### config.mk
export PLATFORM = sky130hd
export DESIGN_NAME = decode_stage
export DESIGN_NICKNAME = d
export VERILOG_FILES = /design/src/rtl/decode_pkg.sv /design/src/rtl/decode_stage_comb.sv /design/src/rtl/decode_stage.sv
export SDC_FILE = /design/constraint.sdc
export NUM_CORES = 1
export LEC_CHECK = 0
export BUFFER_PORTS_ARGS = -buffer_cell sky130_fd_sc_hd__buf_2
export CAP_MARGIN = 20
export CORE_UTILIZATION = 58
export DETAILED_ROUTE_END_ITERATION = 12
export PLACE_DENSITY = 0.79
export SLEW_MARGIN = 20
export SYNTH_ARGS = -nofsm -noshare
export SYNTH_HDL_FRONTEND = slang
export SYNTH_HIERARCHICAL = 1
export SYNTH_SLANG_ARGS = --single-unit
### constraint.sdc
create_clock -name clk -period 1.9 [get_ports clk]
set_input_delay 0.19 -clock clk [delete_from_list [all_inputs] [get_ports clk]]
set_output_delay 0.19 -clock clk [all_outputs]
set_load 0.005 [all_outputs]
### src/rtl/decode_pkg.sv
`default_nettype none
// ============================================================================
// Module   : decode_pkg
// Brief    : Shared RV32I/RV64I opcodes, instruction IDs, immediate formats
//            and the decoded-field struct used by the decode stage.
// Revision : 1.0 - initial release
// ============================================================================
package decode_pkg;

    localparam logic [6:0] OPC_LOAD   = 7'h03;
    localparam logic [6:0] OPC_OP_IMM = 7'h13;
    localparam logic [6:0] OPC_JALR   = 7'h67;
    localparam logic [6:0] OPC_SYSTEM = 7'h73;
    localparam logic [6:0] OPC_LUI    = 7'h37;
    localparam logic [6:0] OPC_AUIPC  = 7'h17;
    localparam logic [6:0] OPC_JAL    = 7'h6F;
    localparam logic [6:0] OPC_BRANCH = 7'h63;
    localparam logic [6:0] OPC_STORE  = 7'h23;
    localparam logic [6:0] OPC_OP     = 7'h33;

    localparam logic [31:0] INSTR_ECALL  = 32'h0000_0073;
    localparam logic [31:0] INSTR_EBREAK = 32'h0010_0073;

    localparam int ID_LUI    = 0;
    localparam int ID_AUIPC  = 1;
    localparam int ID_JAL    = 2;
    localparam int ID_JALR   = 3;
    localparam int ID_BEQ    = 4;
    localparam int ID_BNE    = 5;
    localparam int ID_BLT    = 6;
    localparam int ID_BGE    = 7;
    localparam int ID_BLTU   = 8;
    localparam int ID_BGEU   = 9;
    localparam int ID_LB     = 10;
    localparam int ID_LH     = 11;
    localparam int ID_LW     = 12;
    localparam int ID_LBU    = 13;
    localparam int ID_LHU    = 14;
    localparam int ID_SB     = 15;
    localparam int ID_SH     = 16;
    localparam int ID_SW     = 17;
    localparam int ID_ADDI   = 18;
    localparam int ID_SLTI   = 19;
    localparam int ID_SLTIU  = 20;
    localparam int ID_XORI   = 21;
    localparam int ID_ORI    = 22;
    localparam int ID_ANDI   = 23;
    localparam int ID_SLLI   = 24;
    localparam int ID_SRLI   = 25;
    localparam int ID_SRAI   = 26;
    localparam int ID_ADD    = 27;
    localparam int ID_SUB    = 28;
    localparam int ID_SLL    = 29;
    localparam int ID_SLT    = 30;
    localparam int ID_SLTU   = 31;
    localparam int ID_XOR    = 32;
    localparam int ID_SRL    = 33;
    localparam int ID_SRA    = 34;
    localparam int ID_OR     = 35;
    localparam int ID_AND    = 36;
    localparam int ID_ECALL  = 37;
    localparam int ID_EBREAK = 38;
    localparam int ID_LD     = 39;
    localparam int ID_LWU    = 40;
    localparam int ID_SD     = 41;
    localparam int ID_ILLEGAL = 63;

    typedef enum logic [2:0] {FMT_I, FMT_S, FMT_B, FMT_U, FMT_J, FMT_R} imm_fmt_e;

    typedef struct packed {
        logic [4:0] rs1;
        logic [4:0] rs2;
        logic [4:0] rd;
        logic [2:0] func3;
        logic [6:0] func7;
        logic [5:0] shamt;
        logic       illegal;
    } dec_fields_t;

    function automatic imm_fmt_e fmt_of(input logic [6:0] opc);
        imm_fmt_e f;
        case (opc)
            OPC_LOAD, OPC_OP_IMM, OPC_JALR, OPC_SYSTEM: f = FMT_I;
            OPC_STORE:                                 f = FMT_S;
            OPC_BRANCH:                                f = FMT_B;
            OPC_LUI, OPC_AUIPC:                        f = FMT_U;
            OPC_JAL:                                   f = FMT_J;
            default:                                   f = FMT_R;
        endcase
        return f;
    endfunction

endpackage
`default_nettype wire

### src/rtl/decode_stage_comb.sv
`default_nettype none
// ============================================================================
// Module   : decode_comb
// Brief    : Purely combinational instruction decoder: fields, immediate,
//            instruction ID and illegal flag, parametrised by XLEN.
// Revision : 1.0 - initial release
// ============================================================================
module decode_comb
    import decode_pkg::*;
#(
    parameter int XLEN = 32,
    parameter int ID_W = 6
) (
    input  logic [31:0]     i_instr,
    output dec_fields_t     o_fields,
    output logic [XLEN-1:0] o_imm,
    output logic [ID_W-1:0] o_id
);

    localparam logic [ID_W-1:0] c_ID_ILLEGAL = {ID_W{1'b1}};
    localparam bit              c_RV64       = (XLEN == 64);

    logic [6:0]      w_opc;
    logic [2:0]      w_f3;
    logic            w_alt;
    logic            w_shamt_ok;
    logic [31:0]     w_imm32;
    logic [ID_W-1:0] w_id;

    assign w_opc      = i_instr[6:0];
    assign w_f3       = i_instr[14:12];
    assign w_alt      = i_instr[30];
    assign w_shamt_ok = c_RV64 || !i_instr[25];

    always_comb begin
        w_id = c_ID_ILLEGAL;
        if (i_instr == INSTR_ECALL) begin
            w_id = ID_W'(ID_ECALL);
        end else if (i_instr == INSTR_EBREAK) begin
            w_id = ID_W'(ID_EBREAK);
        end else begin
            case (w_opc)
                OPC_LUI:   w_id = ID_W'(ID_LUI);
                OPC_AUIPC: w_id = ID_W'(ID_AUIPC);
                OPC_JAL:   w_id = ID_W'(ID_JAL);
                OPC_JALR:  if (w_f3 == 3'b000) w_id = ID_W'(ID_JALR);
                OPC_BRANCH: begin
                    case (w_f3)
                        3'b000:  w_id = ID_W'(ID_BEQ);
                        3'b001:  w_id = ID_W'(ID_BNE);
                        3'b100:  w_id = ID_W'(ID_BLT);
                        3'b101:  w_id = ID_W'(ID_BGE);
                        3'b110:  w_id = ID_W'(ID_BLTU);
                        3'b111:  w_id = ID_W'(ID_BGEU);
                        default: w_id = c_ID_ILLEGAL;
                    endcase
                end
                OPC_LOAD: begin
                    case (w_f3)
                        3'b000:  w_id = ID_W'(ID_LB);
                        3'b001:  w_id = ID_W'(ID_LH);
                        3'b010:  w_id = ID_W'(ID_LW);
                        3'b100:  w_id = ID_W'(ID_LBU);
                        3'b101:  w_id = ID_W'(ID_LHU);
                        3'b011:  if (c_RV64) w_id = ID_W'(ID_LD);
                        3'b110:  if (c_RV64) w_id = ID_W'(ID_LWU);
                        default: w_id = c_ID_ILLEGAL;
                    endcase
                end
                OPC_STORE: begin
                    case (w_f3)
                        3'b000:  w_id = ID_W'(ID_SB);
                        3'b001:  w_id = ID_W'(ID_SH);
                        3'b010:  w_id = ID_W'(ID_SW);
                        3'b011:  if (c_RV64) w_id = ID_W'(ID_SD);
                        default: w_id = c_ID_ILLEGAL;
                    endcase
                end
                OPC_OP_IMM: begin
                    case (w_f3)
                        3'b000:  w_id = ID_W'(ID_ADDI);
                        3'b010:  w_id = ID_W'(ID_SLTI);
                        3'b011:  w_id = ID_W'(ID_SLTIU);
                        3'b100:  w_id = ID_W'(ID_XORI);
                        3'b110:  w_id = ID_W'(ID_ORI);
                        3'b111:  w_id = ID_W'(ID_ANDI);
                        3'b001:  if (w_shamt_ok) w_id = ID_W'(ID_SLLI);
                        default: if (w_shamt_ok) w_id = w_alt ? ID_W'(ID_SRAI) : ID_W'(ID_SRLI);
                    endcase
                end
                OPC_OP: begin
                    case (w_f3)
                        3'b000:  w_id = w_alt ? ID_W'(ID_SUB) : ID_W'(ID_ADD);
                        3'b001:  w_id = ID_W'(ID_SLL);
                        3'b010:  w_id = ID_W'(ID_SLT);
                        3'b011:  w_id = ID_W'(ID_SLTU);
                        3'b100:  w_id = ID_W'(ID_XOR);
                        3'b101:  w_id = w_alt ? ID_W'(ID_SRA) : ID_W'(ID_SRL);
                        3'b110:  w_id = ID_W'(ID_OR);
                        default: w_id = ID_W'(ID_AND);
                    endcase
                end
                default: w_id = c_ID_ILLEGAL;
            endcase
        end
    end

    // Immediates are assembled at 32 bits, then sign-extended to XLEN
    always_comb begin
        w_imm32 = '0;
        case (fmt_of(w_opc))
            FMT_I:   w_imm32 = {{20{i_instr[31]}}, i_instr[31:20]};
            FMT_S:   w_imm32 = {{20{i_instr[31]}}, i_instr[31:25], i_instr[11:7]};
            FMT_B:   w_imm32 = {{19{i_instr[31]}}, i_instr[31], i_instr[7],
                                i_instr[30:25], i_instr[11:8], 1'b0};
            FMT_U:   w_imm32 = {i_instr[31:12], 12'b0};
            FMT_J:   w_imm32 = {{11{i_instr[31]}}, i_instr[31], i_instr[19:12],
                                i_instr[20], i_instr[30:21], 1'b0};
            default: w_imm32 = '0;
        endcase
    end

    assign o_imm = XLEN'($signed(w_imm32));
    assign o_id  = w_id;

    assign o_fields.rs1     = i_instr[19:15];
    assign o_fields.rs2     = i_instr[24:20];
    assign o_fields.rd      = i_instr[11:7];
    assign o_fields.func3   = w_f3;
    assign o_fields.func7   = i_instr[31:25];
    assign o_fields.shamt   = i_instr[25:20];
    assign o_fields.illegal = (w_id == c_ID_ILLEGAL);

endmodule
`default_nettype wire

### src/rtl/decode_stage.sv
`default_nettype none
// ============================================================================
// Module   : decode_stage
// Brief    : Handshaked decode stage with main + skid entry registers and
//            flush. Optional perf counters under DECODE_STAGE_PERF_EN.
// Revision : 1.0 - initial release
// ============================================================================
module decode_stage
    import decode_pkg::*;
#(
    parameter int XLEN = 32,
    parameter int ID_W = 6
) (
    input  logic            clk,
    input  logic            rst,
    input  logic            flush,
    input  logic            in_valid,
    output logic            in_ready,
    input  logic [31:0]     in_instr,
    input  logic [XLEN-1:0] in_pc,
    output logic            out_valid,
    input  logic            out_ready,
    output logic [XLEN-1:0] out_pc,
    output logic [4:0]      rs1,
    output logic [4:0]      rs2,
    output logic [4:0]      rd,
    output logic [2:0]      func3,
    output logic [6:0]      func7,
    output logic [5:0]      shamt,
    output logic [XLEN-1:0] imm,
    output logic [ID_W-1:0] instr_id,
    output logic            illegal
`ifdef DECODE_STAGE_PERF_EN
    ,
    output logic [63:0]     perf_decoded,
    output logic [63:0]     perf_stall
`endif
);

    typedef struct packed {
        dec_fields_t     f;
        logic [XLEN-1:0] imm;
        logic [ID_W-1:0] id;
        logic [XLEN-1:0] pc;
    } entry_t;

    localparam entry_t c_ENTRY_RST = '{f: '0, imm: '0, id: {ID_W{1'b1}}, pc: '0};

    dec_fields_t     w_fields;
    logic [XLEN-1:0] w_imm;
    logic [ID_W-1:0] w_id;
    entry_t          w_new;
    entry_t          r_main;
    entry_t          r_skid;
    logic            r_main_v;
    logic            r_skid_v;
    logic            w_in_xfer;
    logic            w_out_xfer;

    decode_comb #(
        .XLEN (XLEN),
        .ID_W (ID_W)
    ) u_decode_comb (
        .i_instr  (in_instr),
        .o_fields (w_fields),
        .o_imm    (w_imm),
        .o_id     (w_id)
    );

    assign w_new      = '{f: w_fields, imm: w_imm, id: w_id, pc: in_pc};
    assign w_in_xfer  = in_valid && !r_skid_v;
    assign w_out_xfer = r_main_v && out_ready;

    // Skid can only hold an entry while main is full, so main always drains first
    always_ff @(posedge clk) begin
        if (rst) begin
            r_main_v <= 1'b0;
            r_skid_v <= 1'b0;
            r_main   <= c_ENTRY_RST;
            r_skid   <= c_ENTRY_RST;
        end else if (flush) begin
            r_main_v <= 1'b0;
            r_skid_v <= 1'b0;
        end else if (!r_main_v || w_out_xfer) begin
            if (r_skid_v) begin
                r_main   <= r_skid;
                r_main_v <= 1'b1;
                r_skid_v <= 1'b0;
            end else begin
                r_main_v <= w_in_xfer;
                if (w_in_xfer) begin
                    r_main <= w_new;
                end
            end
        end else if (w_in_xfer) begin
            r_skid   <= w_new;
            r_skid_v <= 1'b1;
        end
    end

    assign in_ready  = !r_skid_v;
    assign out_valid = r_main_v;
    assign out_pc    = r_main.pc;
    assign rs1       = r_main.f.rs1;
    assign rs2       = r_main.f.rs2;
    assign rd        = r_main.f.rd;
    assign func3     = r_main.f.func3;
    assign func7     = r_main.f.func7;
    assign shamt     = r_main.f.shamt;
    assign imm       = r_main.imm;
    assign instr_id  = r_main.id;
    assign illegal   = r_main.f.illegal;

`ifdef DECODE_STAGE_PERF_EN
    logic [63:0] r_perf_decoded;
    logic [63:0] r_perf_stall;

    always_ff @(posedge clk) begin
        if (rst) begin
            r_perf_decoded <= '0;
            r_perf_stall   <= '0;
        end else begin
            if (w_out_xfer) begin
                r_perf_decoded <= r_perf_decoded + 64'd1;
            end
            if (r_main_v && !out_ready) begin
                r_perf_stall <= r_perf_stall + 64'd1;
            end
        end
    end

    assign perf_decoded = r_perf_decoded;
    assign perf_stall   = r_perf_stall;
`endif

endmodule
`default_nettype wire

-- Word-level counts from Yosys, hierarchy flattened
Index checks and enable logic that the tools add are counted.
- output and inout bits: 104
- register bits after elaboration: 206
- word-level logic and storage cells: 81
- muxes and demuxes: 19
- eq/ne operators: 24
- reductions and logical operators: 14
- bitwise operators: 2
- operators with widths (kind ; number):
    $mux 102 ; 2
    $pmux 32 s5 ; 1
    $pmux 6 s7 ; 2
    $pmux 6 s9 ; 1
    $pmux 6 s6 ; 1
    $eq 32x21->1 const B ; 1
    $eq 32x7->1 const B ; 1
    $mux 6 ; 5
    $pmux 6 s5 ; 1
    $eq 7x7->1 const B ; 4
    $eq 7x6->1 const B ; 3
    $pmux 6 s3 ; 1
    $eq 3x3->1 const B ; 5
    $pmux 3 s5 ; 1
    $eq 7x5->1 const B ; 2
    $eq 3x2->1 const B ; 4
    $eq 7x2->1 const B ; 1
    $eq 3x1->1 const B ; 2
    $eq 6x6->1 const B ; 1
    $logic_not 3->1 ; 2
    $reduce_and 3->1 ; 2
    $mux 2 ; 2
    $reduce_or 2->1 ; 2
    $reduce_or 4->1 ; 1
    8 further kinds ; 11

-- Logic depth before layout (Yosys ltp)
- word-level depth: 9
- gate-level depth with buffers: 9
- mapped depth without buffers: 7

-- Hierarchy
Netlist, hierarchy kept.
- by module, submodules not included (module ; seq. area each (um^2) ; area an instance (um^2) ; instances ; cells each):
    decode_stage ; 4124.0 ; 9656.8 ; 1 ; 924
    decode_comb ; 0.0 ; 1502.7 ; 1 ; 226

-- Least setup slack after synthesis
OpenSTA, ideal clock, no wires.
- kind: in2reg
- from: input port in_instr[9]
- to: register r_main (netlist bit instr_id[1])
- stages: 6
- library setup time: 0.126 ns
- arrival time: 1.596 ns
- slack: 0.178 ns
- cell sequence: or4_1 -> nor4_2 -> nor2b_1 -> a21oi_1 -> a211oi_1 -> mux2i_1
- word-level cells in the longest chain between the ends: 5
- elaborated cells between the ends (all ways): 6
- those cells by class: 2 x eq/ne; 4 x mux
- ends and longest elaborated chain (item ; line ; source):
    start: declaration ; decode_stage.sv:19 ; input logic [31:0] in_instr,
    $eq 32x21->1 ; decode_stage_comb.sv:39 ; end else if (i_instr == INSTR_EBREAK) begin
    $mux 6 ; decode_stage_comb.sv:39 ;
    $mux 6 * ; decode_stage_comb.sv:37 ; if (i_instr == INSTR_ECALL) begin
    net w_id[1] ; decode_stage.sv:51 ; logic [ID_W-1:0] w_id;
    $mux 102 * ; decode_stage.sv:91 ; if (w_in_xfer) begin
    $mux 102 * ; decode_stage.sv:85 ; if (r_skid_v) begin
    end signal: assignment ; decode_stage.sv:79 ; r_main <= c_ENTRY_RST;
    end signal: assignment ; decode_stage.sv:86 ; r_main <= r_skid;
    end signal: assignment ; decode_stage.sv:92 ; r_main <= w_new;
    end: declaration ; decode_stage.sv:53 ; entry_t r_main;
Mark *: on every way through the listed nets, which the timed path passes. The rest lies on a longest branch. The select of a mux whose other input is x is not followed.
A chain may end at the register's enable or synchronous reset.

-- Worst setup path in the final report
- from: register r_skid_v
- to: output port in_ready
- word-level cells in the longest chain between the ends: 1
- ends and longest elaborated chain (item ; line ; source):
    start: declaration ; decode_stage.sv:56 ; logic r_skid_v;
    start signal: assignment ; decode_stage.sv:78 ; r_skid_v <= 1'b0;
    start signal: assignment ; decode_stage.sv:83 ; r_skid_v <= 1'b0;
    start signal: assignment ; decode_stage.sv:88 ; r_skid_v <= 1'b0;
    $logic_not 1->1 ; decode_stage.sv:101 ; assign in_ready = !r_skid_v;
    end: declaration ; decode_stage.sv:18 ; output logic in_ready,
No other way between the ends.

==> flow_metrics.tcl <==
set metrics [dict create \
    place.detailed.hpwl_mm 19.8 \
    async_flop_share 0 \
    stdcell_count 1599 \
    port_buffers 172 \
    finalSetupViolCount 0 \
    start_util 0.595 \
    crit_path_end_kind "output pin" \
    critPathLaunchType "flip-flop" \
    multi_input_area_mm2 0.00623 \
    synth_top_area_cell "dfxtp_1" \
    die_area_mm2 0.0198 \
    crit_slowest_cell "dfxtp_4" \
    grt_max_degree 96 \
    worst-path-buf-inv 3 \
    grt_pass1_wl_mm 47.1 \
    clk_pin_slew_ns 0.06 \
    h-tree-depth 1 \
    fillerInstances 1385 \
    critPathTopFamily "buffers and inverters" \
    hold_class "in2reg" \
    ys_ff_latch 206 \
    relSlewSlack 0.506 \
    globalRouteTotalUtil 0.294 \
    place_congestion 0.961 \
    finalHoldViolCount 0 \
    vias 9315 \
    routed_wl_mm 29.8 \
    root_buffer "clkbuf_16" \
    yosys.cell_types.count 62 \
    power.density_mw_per_mm2 759 \
    finalInstanceArea_mm2 0.0136 \
    path_cells "buf_12 -> inv_1 -> buf_2" \
    drt_first_pass_iters 5 \
    areaGrowthSynthToFinish_pct 22.0 \
    gr-total-overflow 0 \
    cts.sinks 206 \
    synth_ff_type "dfxtp_1" \
    placed_cell_area_mm2 0.0125 \
    finalNetCount 1418 \
    io_pins 173 \
    cts_buffers 23 \
    die_w_um 141 \
    outcome "completed" \
    synth_area_mm2 0.0112 \
    max_slew.worst_pin.slew_ns 0.740 \
    p_leak_nw 5.02 \
    grt_pass1_vias 9107 \
    final_max_slew_viol_count 0 \
    finalCriticalPeriod_ns 1.82 \
    cts_tree "done" \
    final_util 0.725 \
    seq_area_frac_synth 0.370 \
    grt_setup_unrepaired "false" \
    drtIter0Drc 497 \
    synth_area_leaders "dfxtp_1 37%, mux2i_1 18%, nand2b_1 11%" \
    crit_type "reg2out" \
    grt_antenna_before_repair 4 \
    timing.final.crit_share 0.957 \
    drive_gt1_frac 0.301 \
    ctsResizeCount 0 \
    syn-instance-count 1150 \
    clk-insertion-delay-late_ns 0.51 \
    max_freq_ghz 0.550 \
    max_stage_delay_ns 0.40 \
    vias_per_cell 5.83 \
    syn_area_per_cell_um2 9.70 \
    wire_per_inst_um 18.6 \
    cap_violations 0 \
    whs_ns 0.0594 \
    cp_data_arrival_time_ns 1.63 \
    die_h_um 141 \
    seqCellArea_mm2 0.00413 \
    synth_warnings 6 \
    fin_skew_ns 0.0178 \
    ir_drop_uv 583 \
    core_mm2 0.0188 \
    route.detailed.drc 0 \
    ant_nets 0 \
    syn_nets 1219 \
    cp_data_required_time_ns 1.71 \
    dpl.cell_count 1525 \
    clockBufferDepth 3 \
    critical_path_peak_fanout 46 \
    synth_edf_count 0 \
    fp-row-count 50 \
    yosysTopAreaCellShare 0.370 \
]
-- per-stage QoR --
stage / power (W) / setup slack (ns) / setup TNS (ns)
floorplan: 0.00549 / 0.178 / 0
global placement: 0.00598 / -0.266 / -2.52
detailed placement: 0.00601 / -0.130 / -1.25
CTS: 0.0104 / 0.0630 / 0
global route: 0.0107 / 0.0179 / 0
finish: 0.0103 / 0.0819 / 0
-- sequential cells by signal (all words and copies together) (netlist names), 5 cells and up --
name,count
rs1,5
shamt,6
imm,32
func7,7
r_skid,102
instr_id,6
rs2,5
rd,5
out_pc,32
-- cell type report --
class                           instances  share of cell area
Clock buffer                           33              0.0495
Multi-Input combinational cell        800               0.458
Tap cell                              234              0.0215
Antenna cell                            4            0.000735
Sequential cell                       206               0.303
Timing Repair Buffer                  313               0.162
Clock inverter                          4             0.00404
Inverter                                5             0.00138
-- Yosys cell counts (2+ instances only) --
master     number
a211o_1         2
a211oi_1       28
a211oi_2       80
a21boi_0        3
a21boi_2        2
a21o_1         13
a21oi_1       107
and2_1         18
and3_1          9
buf_2          23
buf_4          44
buf_6          12
clkbuf_1       59
dfxtp_1       206
inv_1           5
mux2i_1       206
nand2_1        16
nand2b_1      196
nand3_1         4
nand3b_1        3
nand4_1         2
nor2_1         32
nor2b_1         6
nor3_1         10
nor4_1          4
o211ai_1        5
o21a_1          9
o21ai_0         8
o21ai_1         2
o22ai_1         2
o2bb2ai_1       2
or2_2           2
-- routing by layer --
layer | global-route usage | part of all wire
met5 | 0 | 0
met3 | 0.0465 | 0.056
met1 | 0.377 | 0.43
met2 | 0.493 | 0.48
met4 | 0.121 | 0.032
-- worst paths after layout --
check,start,end,slack (ns),cells after the start
hold reg to reg,r_skid[7],r_skid[7],0.47,2
setup reg to reg,out_valid,imm[2],0.34,4
hold / removal,in_instr[29],r_skid[81],0.06,3
setup / recovery,r_skid_v,in_ready,0.08,3
-- power by group --
group          switching (W)  leakage [nW]  internal [W]
registers          0.0000805          1.68       0.00447
clock network        0.00176         0.353       0.00259
logic               0.000758          2.99      0.000676
-- logic make-up (layout without fill, tap and decap cells) --
| family | Yosys count | count (layout) | synth area share |
|---|---|---|---|
| flops | 206 | 206 | 0.370 |
| buf+inv | 144 | 355 | 0.0740 |
| xor+xnor | 2 | 2 | 0.00157 |
| mux | 207 | 207 | 0.186 |
| other cells | 0 | 4 | 0 |
| simple gates | 316 | 316 | 0.172 |
| compound gates | 275 | 275 | 0.197 |
-- what timing repair did --
item,4_1_cts,5_1_grt
setup buffers,0,0
hold buffers,33,0
endpoints found under the setup margin,0,0
hold endpoints to repair,34,0
-- layout by cell type, fill, tap and decap left out, drive strengths merged, types with 6 or more instances in the layout --
cell	count
dfxtp	206
nor3	12
a211oi	108
o21ai	10
and2	18
buf	280
a21o	13
mux2i	206
inv	6
dlygate4sd3	33
o21a	9
nor2	33
nor2b	6
a21oi	107
and3	9
nand2b	196
clkbuf	33
nand2	16
-- worst register-to-register path, cell delays in order, from the launching register on --
cell and delay [ns]:
dfxtp_1 0.33, nand2b_4 0.10, buf_4 0.59, a21oi_1 0.22, a211oi_2 0.25
Power figures use the tool's default switching activity.
